--- config.mk ---
export PLATFORM = sky130hd
export DESIGN_NAME = resblock_residual_join
export DESIGN_NICKNAME = d
export VERILOG_FILES = /design/src/rtl/resblock_pkg.sv /design/src/rtl/resblock_skip_fifo.sv /design/src/rtl/resblock_residual_join.sv
export SDC_FILE = /design/constraint.sdc
export NUM_CORES = 1
export LEC_CHECK = 0
export BUFFER_PORTS_ARGS = -buffer_cell sky130_fd_sc_hd__buf_2
export CORE_MARGIN = 1.5
export CORE_UTILIZATION = 50
export CTS_BUF_LIST = sky130_fd_sc_hd__clkbuf_4
export DETAILED_ROUTE_END_ITERATION = 8
export PLACE_DENSITY = 0.7
export SETUP_SLACK_MARGIN = 0.3
export SYNTH_ARGS = -nofsm -noshare
export SYNTH_HDL_FRONTEND = slang
export SYNTH_SLANG_ARGS = --single-unit
--- constraint.sdc ---
create_clock -name clk -period 9.3 [get_ports clk]
set_input_delay 0.93 -clock clk [delete_from_list [all_inputs] [get_ports clk]]
set_output_delay 0.93 -clock clk [all_outputs]
set_load 0.1 [all_outputs]
--- src/rtl/resblock_pkg.sv ---
// Shared helpers for the residual join: fixed-point operand alignment and
// saturating addition used by every output lane.
package resblock_pkg;

  localparam int SKIP_DEPTH_DEF = 16;

  function automatic int cnt_width(input int depth);
    return $clog2(depth) + 1;
  endfunction

  localparam int CNT_W = cnt_width(SKIP_DEPTH_DEF);

  // Shift a signed value from frac_in to frac_out fractional bits (floor on right shift).
  function automatic longint align_frac(input longint v, input int frac_in, input int frac_out);
    longint r;
    if (frac_in < frac_out) r = v <<< (frac_out - frac_in);
    else                    r = v >>> (frac_in - frac_out);
    return r;
  endfunction

  // 64-bit intermediate is always wide enough for the aligned sum, so no overflow before clamping.
  function automatic longint sat_add_aligned(input longint a, input int a_frac,
                                             input longint b, input int b_frac,
                                             input int out_w, input int out_frac);
    longint s;
    longint max_v;
    longint min_v;
    s     = align_frac(a, a_frac, out_frac) + align_frac(b, b_frac, out_frac);
    max_v = (longint'(1) <<< (out_w - 1)) - 1;
    min_v = -max_v - 1;
    if (s > max_v)      s = max_v;
    else if (s < min_v) s = min_v;
    return s;
  endfunction

endpackage

--- src/rtl/resblock_skip_fifo.sv ---
// Skip-path tile FIFO: occupancy-counter full/empty, combinational head read.
module resblock_skip_fifo
  import resblock_pkg::*;
#(
  parameter int WORD_W = 32,
  parameter int DEPTH  = 16,
  localparam int AW    = $clog2(DEPTH),
  localparam int CW    = $clog2(DEPTH) + 1
) (
  input  logic              clk,
  input  logic              rst,
  input  logic              push_i,
  input  logic [WORD_W-1:0] wdata_i,
  input  logic              pop_i,
  output logic [WORD_W-1:0] rdata_o,
  output logic              full_o,
  output logic              empty_o,
  output logic [CW-1:0]     count_o
);

  logic [WORD_W-1:0] mem_q [DEPTH];
  logic [AW-1:0]     wr_ptr_q;
  logic [AW-1:0]     rd_ptr_q;
  logic [CW-1:0]     count_q;
  logic [CW-1:0]     count_d;
  logic              do_push;
  logic              do_pop;

  assign full_o  = (count_q == CW'(DEPTH));
  assign empty_o = (count_q == '0);
  assign do_push = push_i && !full_o;
  assign do_pop  = pop_i && !empty_o;
  assign rdata_o = mem_q[rd_ptr_q];
  assign count_o = count_q;

  always_comb begin
    count_d = count_q;
    case ({do_push, do_pop})
      2'b10:   count_d = count_q + 1'b1;
      2'b01:   count_d = count_q - 1'b1;
      default: count_d = count_q;
    endcase
  end

  always_ff @(posedge clk) begin
    if (!rst) begin
      wr_ptr_q <= '0;
      rd_ptr_q <= '0;
      count_q  <= '0;
    end else begin
      if (do_push) wr_ptr_q <= wr_ptr_q + 1'b1;
      if (do_pop)  rd_ptr_q <= rd_ptr_q + 1'b1;
      count_q <= count_d;
    end
  end

  always_ff @(posedge clk) begin
    if (do_push) mem_q[wr_ptr_q] <= wdata_i;
  end

endmodule

--- src/rtl/resblock_residual_join.sv ---
// Residual wrapper: forks input tiles to the branch and a skip FIFO, then joins
// each returning branch tile with the oldest skip tile as a saturated sum.
module resblock_residual_join
  import resblock_pkg::*;
#(
  parameter int DATA_IN_0_PRECISION_0  = 8,
  parameter int DATA_IN_0_PRECISION_1  = 4,
  parameter int BRANCH_PRECISION_0     = 8,
  parameter int BRANCH_PRECISION_1     = 4,
  parameter int DATA_OUT_0_PRECISION_0 = 8,
  parameter int DATA_OUT_0_PRECISION_1 = 4,
  parameter int COMPUTE_DIM0           = 2,
  parameter int COMPUTE_DIM1           = 2,
  parameter int SKIP_DEPTH             = 16,
  localparam int P    = COMPUTE_DIM0 * COMPUTE_DIM1,
  localparam int SC_W = $clog2(SKIP_DEPTH) + 1
) (
  input  logic                                clk,
  input  logic                                rst,
  input  logic [P*DATA_IN_0_PRECISION_0-1:0]  data_in_0,
  input  logic                                data_in_0_valid,
  output logic                                data_in_0_ready,
  output logic [P*DATA_IN_0_PRECISION_0-1:0]  branch_in_0,
  output logic                                branch_in_0_valid,
  input  logic                                branch_in_0_ready,
  input  logic [P*BRANCH_PRECISION_0-1:0]     branch_out_0,
  input  logic                                branch_out_0_valid,
  output logic                                branch_out_0_ready,
  output logic [P*DATA_OUT_0_PRECISION_0-1:0] data_out_0,
  output logic                                data_out_0_valid,
  input  logic                                data_out_0_ready,
  output logic [SC_W-1:0]                     skip_count
);

  localparam int DIN_W  = DATA_IN_0_PRECISION_0;
  localparam int BR_W   = BRANCH_PRECISION_0;
  localparam int DOUT_W = DATA_OUT_0_PRECISION_0;

  logic                  fifo_full;
  logic                  fifo_empty;
  logic                  push;
  logic                  pop;
  logic [P*DIN_W-1:0]    skip_head;
  logic [P*DOUT_W-1:0]   sum_d;
  logic [P*DOUT_W-1:0]   data_out_q;
  logic                  valid_q;

  // Handshake outputs are forced low while reset is held.
  assign branch_in_0        = data_in_0;
  assign branch_in_0_valid  = rst && data_in_0_valid && !fifo_full;
  assign data_in_0_ready    = rst && branch_in_0_ready && !fifo_full;
  assign push               = data_in_0_valid && data_in_0_ready;
  assign branch_out_0_ready = rst && !fifo_empty && (!valid_q || data_out_0_ready);
  assign pop                = branch_out_0_valid && branch_out_0_ready;

  resblock_skip_fifo #(
    .WORD_W (P*DIN_W),
    .DEPTH  (SKIP_DEPTH)
  ) u_skip_fifo (
    .clk     (clk),
    .rst     (rst),
    .push_i  (push),
    .wdata_i (data_in_0),
    .pop_i   (pop),
    .rdata_o (skip_head),
    .full_o  (fifo_full),
    .empty_o (fifo_empty),
    .count_o (skip_count)
  );

  generate
    for (genvar gi = 0; gi < P; gi++) begin : g_lane
      logic signed [DIN_W-1:0] skip_el;
      logic signed [BR_W-1:0]  br_el;
      assign skip_el = skip_head[gi*DIN_W +: DIN_W];
      assign br_el   = branch_out_0[gi*BR_W +: BR_W];
      assign sum_d[gi*DOUT_W +: DOUT_W] = DOUT_W'(sat_add_aligned(
          longint'(skip_el), DATA_IN_0_PRECISION_1,
          longint'(br_el),   BRANCH_PRECISION_1,
          DOUT_W,            DATA_OUT_0_PRECISION_1));
    end
  endgenerate

  always_ff @(posedge clk) begin
    if (!rst) begin
      valid_q    <= 1'b0;
      data_out_q <= '0;
    end else if (pop) begin
      valid_q    <= 1'b1;
      data_out_q <= sum_d;
    end else if (data_out_0_ready) begin
      valid_q    <= 1'b0;
    end
  end

  assign data_out_0       = data_out_q;
  assign data_out_0_valid = valid_q;

endmodule

==> run_summary.xml <==
<?xml version="1.0" encoding="UTF-8"?>
<metrics>
  <group name="drt">
    <metric name="drt_drc_violations_left" unit="">0</metric>
    <metric name="detailroute.via_count" unit="">12000</metric>
    <metric name="drt_iter0_drc" unit="">1127</metric>
    <metric name="routed_wirelength" unit="um">50400</metric>
    <metric name="detail_route.wl_per_cell" unit="um">24.0</metric>
    <metric name="final_antenna_net_count" unit="">0</metric>
    <metric name="drt-pass1-iter-count" unit="">5</metric>
    <metric name="met3WireLength" unit="um">2910</metric>
    <metric name="vias_per_cell" unit="">5.72</metric>
    <metric name="drt-met1-wl" unit="um">21200</metric>
    <metric name="maxUsedRoutingLayer" unit="">met4</metric>
    <metric name="met2WireLength" unit="um">25400</metric>
  </group>
  <group name="clocking">
    <metric name="post_cts_buffers" unit="">0</metric>
    <metric name="htreeDepth" unit="">4</metric>
    <metric name="ctsLongestPathBuffers" unit="">3</metric>
    <metric name="tritoncts" unit="">yes</metric>
    <metric name="clkLatencyLatePin" unit="ns">0.96</metric>
    <metric name="cts.root.buffer_cell" unit="">sky130_fd_sc_hd__clkbuf_4</metric>
    <metric name="tritoncts.num_buffers" unit="">145</metric>
    <metric name="clkSinkCount" unit="">562</metric>
    <metric name="postCtsResizedCells" unit="">0</metric>
    <metric name="clk_pin_slew_worst_paths" unit="ns">0.07</metric>
    <metric name="cts_hold_repair.buffers" unit="">0</metric>
  </group>
  <group name="placement">
    <metric name="portBuffers" unit="">142</metric>
    <metric name="detailedPlacementHpwl" unit="um">27900</metric>
    <metric name="placed_area" unit="mm^2">0.0243</metric>
    <metric name="gp_routability_congestion" unit="">0.784</metric>
  </group>
  <group name="critical_path">
    <metric name="start_kind" unit="">flop</metric>
    <metric name="cp_cell_sequence" unit="">buf_4, mux4_2, mux4_2, ha_1, fa_1, a21o_1, a221oi_1, nor2b_1, o31ai_4, maj3_1, a21oi_1</metric>
    <metric name="max_stage_delay" unit="ns">1.06</metric>
    <metric name="endpoint_arrival_time_on_the_critical_path" unit="ns">5.90</metric>
    <metric name="critPathCaptureType" unit="">flop</metric>
    <metric name="cp.depth" unit="">11</metric>
    <metric name="worst_path_maximum_fanout" unit="">73</metric>
    <metric name="cp.required" unit="ns">10.10</metric>
    <metric name="worst-path-buf-inv" unit="">1</metric>
    <metric name="timing_worst_setup_path_type" unit="">reg -&gt; reg</metric>
    <metric name="critical_path.slowest_cell" unit="">sky130_fd_sc_hd__dfxtp_4</metric>
    <metric name="critical-path-top-cell-by-count" unit="">sky130_fd_sc_hd__mux4_2</metric>
    <metric name="ff_to_ff_path_depth" unit="">11</metric>
    <metric name="critical_path.top_delay_family" unit="">compound AO/OA/AOI/OAI gates</metric>
  </group>
  <group name="floorplan">
    <metric name="die_width" unit="um">217</metric>
    <metric name="die-area" unit="mm^2">0.0472</metric>
    <metric name="initial_core_util" unit="%">50.6</metric>
    <metric name="floorplan.die.height" unit="um">217</metric>
    <metric name="rows" unit="">78</metric>
    <metric name="floorplan.core_area" unit="mm^2">0.0454</metric>
    <metric name="num_io_pins" unit="">143</metric>
  </group>
  <group name="grt">
    <metric name="grt_antenna_before_repair" unit="">2</metric>
    <metric name="grt_max_degree" unit="">84</metric>
    <metric name="grt_first_pass_wirelength" unit="um">74900</metric>
    <metric name="first_global_vias" unit="">12200</metric>
    <metric name="globalRoute.totalOverflow" unit="">0</metric>
    <metric name="grt_util_all_layers" unit="%">22.2</metric>
  </group>
  <group name="synthesis">
    <metric name="ys_types" unit="">53</metric>
    <metric name="ys_ff_latch" unit="">562</metric>
    <metric name="synth.top_cell.area_share" unit="%">67.0</metric>
    <metric name="synthesis.nets" unit="">1276</metric>
    <metric name="synth_seq_area_share" unit="%">71.4</metric>
    <metric name="synthDominantAreaCellType" unit="">sky130_fd_sc_hd__edfxtp_1</metric>
    <metric name="postSynthCellCount" unit="">1160</metric>
    <metric name="synth_top_cells_by_area" unit="">sky130_fd_sc_hd__edfxtp_1 (67%), sky130_fd_sc_hd__mux4_2 (16%), sky130_fd_sc_hd__dfxtp_1 (4.4%)</metric>
    <metric name="post_synth.cell_area_avg" unit="um^2">19.8</metric>
    <metric name="synth_warnings" unit="">0</metric>
    <metric name="synth_area" unit="mm^2">0.0230</metric>
  </group>
  <group name="status">
    <metric name="status" unit="">finished, final reports clean</metric>
  </group>
  <group name="final_layout">
    <metric name="area_growth_syn_to_layout" unit="%">14.0</metric>
    <metric name="final_net_count" unit="">1507</metric>
    <metric name="layout.core_utilization" unit="%">57.7</metric>
    <metric name="final_cell_area" unit="mm^2">0.0262</metric>
    <metric name="layout-drive-gt1-share" unit="%">39.1</metric>
  </group>
  <group name="sta">
    <metric name="clock.fmax" unit="MHz">196</metric>
    <metric name="setup_tns" unit="ns">0</metric>
    <metric name="max_slew.worst_pin.slew" unit="ns">1.15</metric>
    <metric name="pins_over_slew_limit" unit="">0</metric>
    <metric name="hold_viol" unit="">0</metric>
    <metric name="slew_headroom" unit="%">23.5</metric>
    <metric name="min_period_over_period" unit="%">54.9</metric>
    <metric name="grt_setup_unrepaired" unit="">no</metric>
    <metric name="timing.final.crit_period" unit="ns">5.11</metric>
    <metric name="fin_worst_skew" unit="ns">0.0488</metric>
    <metric name="report.final.setup_viol" unit="">0</metric>
  </group>
  <group name="hold_path">
    <metric name="timing.hold.worst_path_depth" unit="">3</metric>
    <metric name="min-delay-path-class" unit="">in -&gt; reg</metric>
    <metric name="holdCritStartpoint" unit="">data_out_0_ready</metric>
  </group>
  <group name="power">
    <metric name="power-per-cell-area" unit="mW/mm^2">212</metric>
    <metric name="p_leak" unit="nW">8.76</metric>
    <metric name="power.ir.vdd_worst" unit="mV">0.110</metric>
  </group>
  <group name="flow_run">
    <metric name="cap_violations" unit="">0</metric>
  </group>
</metrics>
cells by family after synthesis:
kind of cell,after synthesis,synth area share (%)
buffers and inverters,104,2.36
AO/OA/AOI/OAI,131,3.78
XOR/XNOR,29,1.11
flip-flops,562,71.4
multiplexers,162,15.8
AND/OR/NAND/NOR,109,2.20
adder cells (fa/ha/maj),63,3.41
report_power, final:
part / switching (mW) / total [mW] / internal, mW
clock: 0.978 / 2.14 / 1.16
sequential: 0.0293 / 2.80 / 2.77
combinational: 0.393 / 0.597 / 0.204
total: 1.40 / 5.54 / 4.14
cell type report:
class,count,area [um^2]
repair buffers,167,911
clock inverters,45,332
fillers,3428,19200
multi-input cells,494,6150
flip-flops and latches,562,16400
diodes,4,10.0
clock buffers,206,1550
inverters,21,78.8
well taps,600,751
cells in the mapped netlist, drive strengths merged:
library cell / n
or2: 1
and3: 6
inv: 20
mux4: 160
o21ai: 33
nand4: 2
ha: 41
a21boi: 2
o21bai: 2
nand2: 18
mux2i: 1
mux2: 1
o21a: 2
o31a: 1
o31ai: 3
o311a: 2
nand3: 1
nor4: 1
fa: 5
clkbuf: 31
clkinv: 1
a2bb2oi: 1
a21o: 14
nor2b: 8
edfxtp: 512
a221o: 1
nor3: 17
a311o: 4
dfxtp: 50
and2: 2
a21oi: 46
or4: 1
xnor2: 12
a2111oi: 3
buf: 52
maj3: 17
a211oi: 11
nand2b: 5
a221oi: 5
xor2: 17
nor2: 47
o211ai: 1
metrics by stage:
step | setup WS [ns] | instances | hold WS [ns] | power (mW)
floorplan | 4.80 | 1160 | 0.467 | 3.33
global placement | 4.24 | 1844 | 0.472 | 3.45
detailed placement | 4.13 | 1844 | 0.480 | 3.46
CTS | 4.11 | 2095 | 0.202 | 5.60
global route | 3.84 | 2098 | 0.252 | 5.77
finish | 4.19 | 2099 | 0.306 | 5.54
cells in the final DEF (no fill, tap or decap), types with 18 or more instances in the layout:
cell type / instances
sky130_fd_sc_hd__o21ai_0: 32
sky130_fd_sc_hd__ha_1: 41
sky130_fd_sc_hd__a21oi_1: 46
sky130_fd_sc_hd__inv_1: 20
sky130_fd_sc_hd__nand2_1: 18
sky130_fd_sc_hd__clkbuf_4: 206
sky130_fd_sc_hd__buf_2: 142
sky130_fd_sc_hd__nor2_1: 34
sky130_fd_sc_hd__mux4_2: 160
sky130_fd_sc_hd__buf_4: 24
sky130_fd_sc_hd__clkinv_1: 25
sky130_fd_sc_hd__dfxtp_1: 46
sky130_fd_sc_hd__edfxtp_1: 512
path summary, 6_finish.rpt:
kind | to | slack, ns
max | data_out_0[11] | 4.19
min | data_out_0_valid | 0.31
max reg2reg | data_out_0[11] | 4.19
min reg2reg | flop | 0.47
per-layer routing:
metal,vias up,global-route usage [%]
li1,5297,-
met1,6211,29.4
met2,432,36.1
met3,70,5.06
met4,0,8.66
met5,-,0
sequential cells by signal (all words and copies together) (netlist names), named ones only:
register,count
data_out_0,32
data_out_0_valid,1
u_skip_fifo.count_o,5
u_skip_fifo.mem_q,512
u_skip_fifo.rd_ptr_q,4
u_skip_fifo.wr_ptr_q,4
worst reg2reg max path: cells and delay by family, from the launching register on:
kind	cells	cell delay [ns]
AO/OA/AOI/OAI	4	1.12
multiplexers	2	0.94
AND/OR/NAND/NOR	1	0.14
adder cells (fa/ha/maj)	3	0.89
buffers and inverters	1	0.80
flip-flops	1	1.06
(Power assumes the default switching activity.)
